==> src/rtl/tone_pkg.sv <==
// Shared constants and width helpers for the polyphonic tone generator.
package tone_pkg;

    // Ceiling log2 that can be evaluated at elaboration time; clog2(1) == 0.
    function automatic int clog2(input int value);
        int result;
        result = 0;
        for (int i = 0; i < 31; i++) begin
            if ((1 << i) < value) begin
                result = i + 1;
            end
        end
        return result;
    endfunction

    // Width of the voice-select field; at least one bit even for a single voice.
    function automatic int sel_width(input int num_voices);
        return (clog2(num_voices) < 1) ? 1 : clog2(num_voices);
    endfunction

    // Width of the mixed level: enough to hold every voice at full volume.
    function automatic int mix_width(input int num_voices, input int volume_width);
        return volume_width + clog2(num_voices + 1);
    endfunction

    // Mixed level that corresponds to a modulator output of constant 1.
    function automatic int full_scale(input int num_voices, input int volume_width);
        return num_voices * ((1 << volume_width) - 1);
    endfunction

    // Notes of the middle octave, for sequencers that want symbolic pitches.
    typedef enum logic [3:0] {
        NOTE_REST = 4'd0,
        NOTE_C4   = 4'd1,
        NOTE_D4   = 4'd2,
        NOTE_E4   = 4'd3,
        NOTE_F4   = 4'd4,
        NOTE_G4   = 4'd5,
        NOTE_A4   = 4'd6,
        NOTE_B4   = 4'd7,
        NOTE_C5   = 4'd8
    } note_e;

    // Half-period in cycles of the 33 MHz clock: 33e6 / (2 * f), rounded.
    localparam int HP_C4 = 63067;
    localparam int HP_D4 = 56187;
    localparam int HP_E4 = 50057;
    localparam int HP_F4 = 47247;
    localparam int HP_G4 = 42092;
    localparam int HP_A4 = 37500;
    localparam int HP_B4 = 33409;
    localparam int HP_C5 = 31534;

    // Map a symbolic note to the half-period value a voice expects (0 = silent).
    function automatic int note_half_period(input note_e note);
        int hp;
        case (note)
            NOTE_C4: hp = HP_C4;
            NOTE_D4: hp = HP_D4;
            NOTE_E4: hp = HP_E4;
            NOTE_F4: hp = HP_F4;
            NOTE_G4: hp = HP_G4;
            NOTE_A4: hp = HP_A4;
            NOTE_B4: hp = HP_B4;
            NOTE_C5: hp = HP_C5;
            default: hp = 0;
        endcase
        return hp;
    endfunction

endpackage

==> src/rtl/tone_voice.sv <==
// One square-wave voice: pending/active half-period, cycle counter, phase and volume.
// A new period only takes effect at the next toggle edge so the waveform never
// glitches; a silent voice (active period 0) picks up a new period immediately.
module tone_voice
    import tone_pkg::*;
#(
    parameter int PERIOD_WIDTH = 24,
    parameter int VOLUME_WIDTH = 4
) (
    input  logic                    i_clk,
    input  logic                    i_rst_n,
    input  logic                    i_wr_en,
    input  logic [PERIOD_WIDTH-1:0] i_wr_period,
    input  logic [VOLUME_WIDTH-1:0] i_wr_volume,
    output logic                    o_phase,
    output logic [VOLUME_WIDTH-1:0] o_volume
);

    localparam logic [PERIOD_WIDTH-1:0] PERIOD_ONE = PERIOD_WIDTH'(1);

    logic [PERIOD_WIDTH-1:0] r_pending;
    logic [PERIOD_WIDTH-1:0] r_period;
    logic [PERIOD_WIDTH-1:0] r_cnt;
    logic                    r_phase;
    logic [VOLUME_WIDTH-1:0] r_volume;

    // A write landing on the same cycle as an edge must be used at that edge.
    logic [PERIOD_WIDTH-1:0] w_pending_eff;
    logic                    w_silent;
    logic                    w_edge;
    logic                    w_next_silent;

    assign w_pending_eff = i_wr_en ? i_wr_period : r_pending;
    assign w_silent      = (r_period == '0);
    assign w_edge        = !w_silent && (r_cnt == (r_period - PERIOD_ONE));
    assign w_next_silent = (w_pending_eff == '0);

    // Register writes, counter advance and period hand-over at the toggle edge.
    always_ff @(posedge i_clk or negedge i_rst_n) begin
        if (!i_rst_n) begin
            r_pending <= '0;
            r_period  <= '0;
            r_cnt     <= '0;
            r_phase   <= 1'b0;
            r_volume  <= '0;
        end else begin
            if (i_wr_en) begin
                r_pending <= i_wr_period;
                r_volume  <= i_wr_volume;
            end
            if (w_silent) begin
                // Silent voice: start fresh from phase 0 as soon as a period exists.
                r_period <= w_pending_eff;
                r_cnt    <= '0;
                r_phase  <= 1'b0;
            end else if (w_edge) begin
                // Toggle edge; switching to silence parks the phase low.
                r_period <= w_pending_eff;
                r_cnt    <= '0;
                r_phase  <= w_next_silent ? 1'b0 : ~r_phase;
            end else begin
                r_cnt <= r_cnt + PERIOD_ONE;
            end
        end
    end

    assign o_phase  = r_phase;
    assign o_volume = r_volume;

endmodule

==> src/rtl/poly_tone_generator.sv <==
// Polyphonic square-wave generator: write decode into NUM_VOICES voices, a
// registered volume mix, and a first-order sigma-delta modulator that drives
// the 1-bit piezo/audio pin.
module poly_tone_generator
    import tone_pkg::*;
#(
    parameter int NUM_VOICES   = 4,
    parameter int PERIOD_WIDTH = 24,
    parameter int VOLUME_WIDTH = 4
) (
    input  logic                                                i_clk,
    input  logic                                                i_rst_n,
    input  logic                                                i_output_enable,
    input  logic                                                i_wr_en,
    input  logic [sel_width(NUM_VOICES)-1:0]                    i_wr_voice,
    input  logic [PERIOD_WIDTH-1:0]                             i_wr_period,
    input  logic [VOLUME_WIDTH-1:0]                             i_wr_volume,
    output logic [NUM_VOICES-1:0]                               o_voice_phase,
    output logic [mix_width(NUM_VOICES, VOLUME_WIDTH)-1:0]      o_mix_level,
    output logic                                                o_square_wave_out
);

    localparam int SEL_W = sel_width(NUM_VOICES);
    localparam int MIX_W = mix_width(NUM_VOICES, VOLUME_WIDTH);
    localparam int FULL  = full_scale(NUM_VOICES, VOLUME_WIDTH);

    // Accumulator is one bit wider than the mix: acc < FULL and mix <= FULL,
    // so acc + mix < 2*FULL always fits.
    localparam logic [MIX_W:0] FULL_V = FULL[MIX_W:0];

    logic [NUM_VOICES-1:0]   w_wr_hit;
    logic [NUM_VOICES-1:0]   w_phase;
    logic [VOLUME_WIDTH-1:0] w_volume [NUM_VOICES];
    logic [MIX_W-1:0]        w_mix_sum;
    logic [MIX_W:0]          w_sd_sum;
    logic                    w_sd_fire;

    logic [MIX_W-1:0]        r_mix;
    logic [MIX_W:0]          r_acc;
    logic                    r_out;

    // Out-of-range voice indices never match any decode line, so they are ignored.
    generate
        for (genvar gi = 0; gi < NUM_VOICES; gi++) begin : g_voice
            assign w_wr_hit[gi] = i_wr_en && (i_wr_voice == SEL_W'(gi));

            tone_voice #(
                .PERIOD_WIDTH (PERIOD_WIDTH),
                .VOLUME_WIDTH (VOLUME_WIDTH)
            ) u_voice (
                .i_clk       (i_clk),
                .i_rst_n     (i_rst_n),
                .i_wr_en     (w_wr_hit[gi]),
                .i_wr_period (i_wr_period),
                .i_wr_volume (i_wr_volume),
                .o_phase     (w_phase[gi]),
                .o_volume    (w_volume[gi])
            );
        end
    endgenerate

    // Sum the volumes of voices whose square wave is currently high.
    always_comb begin
        w_mix_sum = '0;
        for (int v = 0; v < NUM_VOICES; v++) begin
            if (w_phase[v]) begin
                w_mix_sum = w_mix_sum + MIX_W'(w_volume[v]);
            end
        end
    end

    // Mix register: one cycle after a phase change.
    always_ff @(posedge i_clk or negedge i_rst_n) begin
        if (!i_rst_n) begin
            r_mix <= '0;
        end else begin
            r_mix <= w_mix_sum;
        end
    end

    assign w_sd_sum  = r_acc + {1'b0, r_mix};
    assign w_sd_fire = (w_sd_sum >= FULL_V);

    // Sigma-delta modulator; disabled output parks the accumulator at 0.
    always_ff @(posedge i_clk or negedge i_rst_n) begin
        if (!i_rst_n) begin
            r_acc <= '0;
            r_out <= 1'b0;
        end else if (!i_output_enable) begin
            r_acc <= '0;
            r_out <= 1'b0;
        end else if (w_sd_fire) begin
            r_acc <= w_sd_sum - FULL_V;
            r_out <= 1'b1;
        end else begin
            r_acc <= w_sd_sum;
            r_out <= 1'b0;
        end
    end

    assign o_voice_phase     = w_phase;
    assign o_mix_level       = r_mix;
    assign o_square_wave_out = r_out;

endmodule

==> config.mk <==
export PLATFORM = sky130hd
export DESIGN_NAME = poly_tone_generator
export DESIGN_NICKNAME = d
export VERILOG_FILES = /design/src/rtl/tone_pkg.sv /design/src/rtl/tone_voice.sv /design/src/rtl/poly_tone_generator.sv
export SDC_FILE = /design/constraint.sdc
export NUM_CORES = 1
export LEC_CHECK = 0
export CORE_MARGIN = 2
export CORE_UTILIZATION = 60
export CTS_BUF_LIST = sky130_fd_sc_hd__clkbuf_16
export DETAILED_ROUTE_END_ITERATION = 8
export DONT_BUFFER_PORTS = 1
export PLACE_DENSITY = 0.76
export RECOVER_POWER = 100
export SLEW_MARGIN = 30
export SYNTH_ARGS = -nofsm -noshare
export SYNTH_HDL_FRONTEND = slang
export SYNTH_SLANG_ARGS = --single-unit
export TNS_END_PERCENT = 50
==> constraint.sdc <==
create_clock -name i_clk -period 5 [get_ports i_clk]
set_input_delay 0.5 -clock i_clk [delete_from_list [all_inputs] [get_ports i_clk]]
set_output_delay 0.5 -clock i_clk [all_outputs]
set_load 0.02 [all_outputs]
==> results of run 1 <==
[through the flow]
| stage | hold WS [ns] | cell area (um2) |
|---|---|---|
| 2_1_floorplan | 0.2044 | 17530 |
| 3_3_place_gp | 0.2184 | 17760 |
| 3_5_place_dp | 0.2190 | 17760 |
| 4_1_cts | -0.3157 | 18860 |
| 5_1_grt | -0.3208 | 18790 |
| 6_report | -0.3051 | 18790 |
[power by group through the flow]
stage | clock, mW | sequential [mW] | combinational, mW
finish | 2.49 | 3.50 | 1.84
global route | 2.66 | 3.56 | 2.06
CTS | 2.55 | 3.49 | 1.86
floorplan | 0 | 3.35 | 1.58
detailed placement | 0 | 3.53 | 1.84
global placement | 0 | 3.50 | 1.78
[sequential cells by signal (all words and copies together), names as in the netlist]
signal	flops
o_square_wave_out	1
g_voice.u_voice.r_pending	96
g_voice.u_voice.o_volume	16
g_voice.u_voice.r_cnt	96
g_voice.u_voice.r_period	96
o_mix_level	7
r_acc	8
g_voice.u_voice.o_phase	4
[worst max-delay path: stages, from the launching register on]
cell and delay, ns:
dfrtp_1 0.45, or4_1 0.66, nor4_1 0.52, and4_1 0.30, nor4b_1 0.27, a31oi_1 0.10, a2111o_1 0.38, nand2_1 0.11
clkbuf_1 0.98, mux2_2 0.43
[how the worst max path moves through the flow]
stage	depth (start not counted)	slack, ns	endpoint
after detailed placement	8	0.77	g_voice[0].u_voice.r_period[3]
after global placement	8	0.81	g_voice[0].u_voice.r_period[6]
after floorplan	10	1.28	g_voice[0].u_voice.r_period[11]
final	9	0.65	g_voice[1].u_voice.r_period[21]
after global routing	9	0.28	g_voice[3].u_voice.r_cnt[3]
after CTS	8	0.76	g_voice[0].u_voice.r_period[2]
[routing by layer]
layer | global-route usage [%] | wire [um]
met5 | 0 | 0
met4 | 6.354 | 731
met3 | 3.851 | 1473
met2 | 42.77 | 18520
met1 | 35.41 | 17590
[cell usage in the layout, fill, tap and decap left out, drive strengths merged, types with 4 or more instances in the layout]
cell type / count
dfrtp: 324
mux2i: 58
nor4: 47
a21oi: 34
mux2: 157
or3: 18
a211oi: 5
nor2: 156
a21o: 6
o211ai: 4
and4: 5
a21boi: 4
clkbuf: 46
inv: 83
xor2: 94
ha: 27
clkinv: 12
nand3: 62
nand4b: 4
a31oi: 10
nor3b: 7
nand3b: 9
or2: 11
fa: 4
and2: 13
and3: 25
nor2b: 16
o31ai: 5
o21ai: 33
xnor2: 131
nand2b: 6
nor3: 42
or4b: 6
or4: 17
a22o: 4
nand4: 39
a211o: 10
nand2: 70
[cells in the mapped netlist (11+ instances only)]
master      n
a21oi_1    32
and2_1     12
and3_1     25
buf_2      12
clkbuf_1   31
dfrtp_1   324
ha_1       27
inv_1      76
mux2_2    152
mux2i_1    58
nand2_1    69
nand3_1    62
nand4_1    39
nor2_1    156
nor2b_1    16
nor3_1     42
nor4_1     45
o21ai_0    25
or2_2      11
or3_1      17
or4_1      16
xnor2_1   131
xor2_1     94
[cell families (layout without fill, tap and decap cells)]
kind of cell               Yosys count  count (layout)  synth area share [%]
AOI/OAI and AO/OA                  146             146                 5.825
buffers and inverters              140             147                 3.541
and+or+nand+nor                    563             563                 17.13
xor gates and xnor gates           225             225                 11.24
muxes                              215             215                 13.51
adders and majority gates           33              33                 2.498
DFF                                324             324                 46.26
[cell type report]
class / count / share of cell area [%]
clock buffer: 37 / 4.928
clock inverter: 22 / 0.9190
inverter: 76 / 1.518
multi-input combinational: 1182 / 46.62
sequential: 324 / 43.15
tap: 384 / 2.557
timing repair buffer: 12 / 0.3063
==> qor.csv, run 1 <==
stage,metric,value,unit
synthesis,mean post-synth cell area,10.65,um2
synthesis,Synth async-reset ratio,100.0,%
synthesis,Post-Syn Nets,1711,
detailed_routing,Vias/cell,5.959,
detailed_routing,ANT nets after route,0,
final_layout,synth-to-layout area growth,7.188,%
setup_path,worst r2r src,g_voice[1].u_voice.r_period[2],
synthesis,post-synth top area share,46.26,%
synthesis,Syn. warnings,0,
clocking,CTS tree,yes,
synthesis,Synth area leader,dfrtp_1,
pwr,net switching power,2.412,mW
timing,Max Clock Skew,0.009759,ns
pwr,VDD IR max,344.6,uV
setup_path,crit end category,register,
setup_path,Reg2Reg Depth,9,
die,core region area,0.02870,mm2
setup_path,Reg2Reg Setup Slack,0.65,ns
place,RePlAce Congestion,0.8924,
pwr,PwrDens,416.7,mW/mm2
synthesis,leading register cell type out of synthesis,dfrtp_1,
setup_path,crit path max fanout,26,
clocking,CTS Root Cell,clkbuf_16,
detailed_routing,Post-Route WL,38.31,mm
final_layout,Total Nets Final,1696,
timing,setup violators final,0,
final_layout,FF/Latch Area,0.008108,mm2
global_route,grt ovf,0,
die,standard-cell rows,62,
place,dpl cells,1977,
timing,fin. max-slew vios,58,
global_route,initial antenna violation count,0,
pwr,Seq pwr share,44.7,%
clocking,clock buffer depth,3,
pwr,Clk network pwr share,31.9,%
synthesis,"Seq/Total Area, Yosys",46.26,%
min_path,Hold Path Class,primary input to asynchronous set/reset pin,
global_route,first-pass GRT wire length,63.55,mm
detailed_routing,Pre-Repair DR Iteration Count,5,
setup_path,critical path launch point,g_voice[1].u_voice.r_period[2],
final_layout,share of cells above drive strength 1,10.77,%
synthesis,Synth area leaders,"dfrtp_1, mux2_2, xnor2_1",
final_layout,final std cells w/o fill,2037,
final_layout,fin util,65.46,%
place,hpwl dp,26.94,mm
timing,setup_tns,0,ns
pwr,switching share of power,30.81,%
final_layout,number of antenna cells inserted,0,
timing,RSZ-0062 raised after global routing,false,
synthesis,Synth cell types,76,
run_status,failing checks,"hold timing, capacitance limit, slew limit",
detailed_routing,via count,12140,
synthesis,synthesized area,0.01753,mm2
global_route,maximum number of pins on one net before global-route repair,325,
die,io pins,46,
detailed_routing,routed len/inst,18.81,um
synthesis,cells after synthesis,1646,
timing,Final Critical Period,4.348,ns
clocking,total CTS buffers,35,
setup_path,Critical Path Source Type,register,
pwr,Gate power share,23.5,%
place,worst setup slack after placement,0.7738,ns
setup_path,crit path DAT,4.74,ns
timing,worst hold slack,-0.3051,ns
clocking,Skew-Pair Late Insertion Delay,0.51,ns
final_layout,Fill cells,2246,
die,Die Wd,174.9,um
clocking,Resized Gates After CTS,0,
global_route,vias in the first global route,12240,
clocking,Post-CTS Setup Bufs,0,
timing,slew margin rel.,-40.65,%
timing,Fmax achieved,0.2300,GHz
final_layout,area occupied by multi-input gates,0.008758,mm2
die,Die ar.,0.03060,mm2
pwr,internal power,5.417,mW
detailed_routing,drc violations,0,
detailed_routing,1st-iter DRT viols,745,
clocking,Max H-tree Level,2,
synthesis,#FFs+latches synth,324,
timing,Worst-Margin Slew,2.110,ns
pwr,Pleak,8.567,nW
die,Initial Util,61.07,%
setup_path,Setup CP Type,register to register,
setup_path,reg-to-reg endpoint,g_voice[1].u_voice.r_period[21],
timing,"Hold Violations, Final",324,
setup_path,CP Data Required Time,5.39,ns
timing,crit share post-route,86.96,%
timing,setup ws final,0.6520,ns
synthesis,number of synthesized flops with an enable pin,0,
clocking,"CTS clk-pin slew, worst paths",0.06,ns
global_route,Tot GR Track Use,25.61,%
clocking,Sink Count,324,
run_status,status,"complete, but fails checks",
die,Die Height,174.9,um
place,Port Buffers,0,
flow_run,max capacitance violation total,2,
pwr,Pwr Total,7.828,mW
Note: power is estimated with default switching activity, not from simulation.
==> run 2, diff against run 1 <==
- CAP_MARGIN: not set -> 15
- CORE_UTILIZATION: 60 -> 58
- SETUP_SLACK_MARGIN: not set -> 0.1
- clock period: 5 -> 3.7 ns (I/O delays scaled with it)
==> run 2 against run 1 <==
The run still ends with hold timing, capacitance limit, slew limit left; hold slack got worse by 0.13 ns; critical path depth decreased by 1; design area increased by 2.2%; register-to-register slack got worse by 0.53 ns; cell count increased by 2.5%; wire length increased by 0.60%; sequential share of layout area decreased by 0.95 points; sequential power increased by 34%; clock power increased by 34%; global-route usage decreased by 0.76 points; via count increased by 1.6%; largest power group unchanged; highest routed layer unchanged.
==> qor.csv, run 2 (synthesis gave the netlist of run 1 again) <==
stage,metric,value,unit
run_status,status,"complete, but fails checks",
run_status,failing checks,"hold timing, capacitance limit, slew limit",
timing,Worst-Margin Slew,2.012,ns
flow_run,max capacitance violation total,4,
die,standard-cell rows,63,
timing,crit share post-route,96.78,%
setup_path,Slowest cell on crit path,or4_4,
timing,slew margin rel.,-34.13,%
setup_path,crit-path most repeated cell,or4_4,
min_path,Hold Path Class,primary input to asynchronous set/reset pin,
clocking,CTS tree,yes,
setup_path,Top delay family on crit path,simple AND/OR/NAND/NOR gates,
timing,fin. max-slew vios,111,
global_route,initial antenna violation count,2,
die,io pins,46,
final_layout,Total Nets Final,1736,
final_layout,Fill cells,2312,
global_route,maximum number of pins on one net before global-route repair,325,
die,core region area,0.02972,mm2
setup_path,crit end category,register,
clocking,"CTS clk-pin slew, worst paths",0.06,ns
detailed_routing,drc violations,0,
die,Die ar.,0.03163,mm2
clocking,CTS Root Cell,clkbuf_16,
pwr,Pleak,8.761,nW
setup_path,worst path buffer plus inverter count,0,
setup_path,crit path DAT,3.98,ns
global_route,Tot GR Track Use,24.86,%
setup_path,peak per-stage delay on the critical path,0.58,ns
pwr,PwrDens,553.4,mW/mm2
detailed_routing,Pre-Repair DR Iteration Count,5,
timing,Final Critical Period,3.581,ns
setup_path,critical path depth,8,
setup_path,Reg2Reg Setup Slack,0.12,ns
detailed_routing,met2 WL,18.18,mm
detailed_routing,ANT nets after route,0,
setup_path,reg-to-reg endpoint,g_voice[0].u_voice.r_period[3],
setup_path,crit path max fanout,8,
timing,Max Clock Skew,0.01318,ns
setup_path,critical-path cell list,or4_4 > or4_4 > or3_1 > mux2i_1 > or4_1 > or4_4 > nand2_4 > mux2_2,
timing,setup_tns,0,ns
clocking,Max H-tree Level,2,
setup_path,CP Data Required Time,4.10,ns
detailed_routing,Routed met1 length,17.22,mm
clocking,Sink Count,324,
final_layout,share of cells above drive strength 1,13.27,%
die,Die Height,177.8,um
clocking,clock buffer depth,3,
pwr,Pwr Total,10.63,mW
final_layout,"commonest non-fill, non-tap cell in the layout",dfrtp_1,
place,Port Buffers,0,
setup_path,Reg2Reg Depth,8,
place,RePlAce Congestion,0.9124,
detailed_routing,Post-Route WL,38.54,mm
detailed_routing,metal3 WL,1.960,mm
die,Die Wd,177.8,um
final_layout,synth-to-layout area growth,9.594,%
global_route,grt ovf,0,
clocking,Skew-Pair Late Insertion Delay,0.52,ns
timing,"Hold Violations, Final",324,
setup_path,Critical Path Source Type,register,
setup_path,worst r2r src,g_voice[0].u_voice.r_period[6],
timing,Fmax achieved,0.2793,GHz
detailed_routing,1st-iter DRT viols,758,
detailed_routing,Vias/cell,5.911,
global_route,first-pass GRT wire length,62.98,mm
setup_path,Setup CP Type,register to register,
pwr,VDD IR max,389.2,uV
timing,setup violators final,0,
detailed_routing,via count,12340,
clocking,total CTS buffers,35,
global_route,vias in the first global route,12190,
timing,RSZ-0062 raised after global routing,true,
detailed_routing,uppermost layer routed,met4,
die,Initial Util,58.98,%
final_layout,largest registers in the final layout,"g_voice.u_voice.r_cnt: 96 flops, g_voice.u_voice.r_pending: 96 flops, g_voice.u_voice.r_period: 96 flops",
timing,worst hold slack,-0.4351,ns
place,hpwl dp,27.37,mm
final_layout,most frequent cells in the layout,"dfrtp_1, nor2_1, xnor2_1",
detailed_routing,routed len/inst,18.47,um
[run 2: cell count changes in the layout (fill, tap and decap cells not counted), moves of 3 or more]
cell / change
clkinv_1: +4
dlygate4sd3_1: +6
or4_4: +3
or4_1: -3
buf_4: +26
[run 2: how the worst max path moves through the flow]
stage                                   startpoint                               to  slack [ns]
floorplan           g_voice[0].u_voice.r_period[0]  g_voice[0].u_voice.r_period[11]        0.11
global route        g_voice[1].u_voice.r_period[0]  g_voice[1].u_voice.r_period[13]        0.04
detailed placement  g_voice[0].u_voice.r_period[6]     g_voice[0].u_voice.r_cnt[17]        0.04
global placement    g_voice[0].u_voice.r_period[6]     g_voice[0].u_voice.r_cnt[14]        0.11
CTS                 g_voice[0].u_voice.r_period[6]   g_voice[0].u_voice.r_period[7]        0.06
finish              g_voice[0].u_voice.r_period[6]   g_voice[0].u_voice.r_period[3]        0.12
[run 2: final cells by class]
cell class	count	area [um2]	share of cell area [%]
multi-input cells	1183	8837	46.00
repair buffers	51	395.4	2.058
well taps	390	488.0	2.540
clock inverters	25	167.7	0.8728
flip-flops and latches	324	8108	42.21
inverters	76	285.3	1.485
clock buffers	37	925.9	4.820
diodes	1	2.502	0.01303
[run 2: layer usage]
layer	vias up	track usage [%]
met1	6096	33.60
met3	87	4.156
met2	301	40.36
met5	-	0
met4	0	9.255
li1	5852	-
[run 2: worst register-to-register path, delay by kind of cell, from the launching register on]
family	cells	cell delay, ns
AND/OR/NAND/NOR	6	2.58
multiplexers	2	0.50
flip-flops	1	0.38
[run 2: timing repair]
item / in CTS / in global routing
setup buffers: 0 / 6
gates resized for setup: 1 / 16
endpoints found under the setup margin: 42 / 70
hold buffers: 4 / 2
endpoints found under the hold margin: 335 / 326
pin swaps: 0 / 4
cloned: 0 / 1
[run 2: metrics by stage]
stage | std cells | worst slack (ns) | utilization, % | hold WS [ns] | area, um2
after CTS | 2077 | 0.06159 | 64.47 | -0.4460 | 19160
after floorplan | 1646 | 0.1116 | - | 0.07441 | 17540
final | 2087 | 0.1191 | 64.64 | -0.4351 | 19210
after detailed placement | 2011 | 0.04304 | 60.64 | 0.09065 | 18020
after global placement | 2011 | 0.1082 | 60.64 | 0.09195 | 18020
after global routing | 2086 | 0.03929 | 64.63 | -0.4613 | 19210
[run 2: power by group]
group | switching (mW) | total, mW | leakage [nW] | internal [mW]
combinational | 1.32 | 2.60 | 4.11 | 1.28
clock | 1.38 | 3.33 | 0.553 | 1.94
sequential | 0.607 | 4.70 | 4.10 | 4.09
total | 3.31 | 10.6 | 8.76 | 7.32
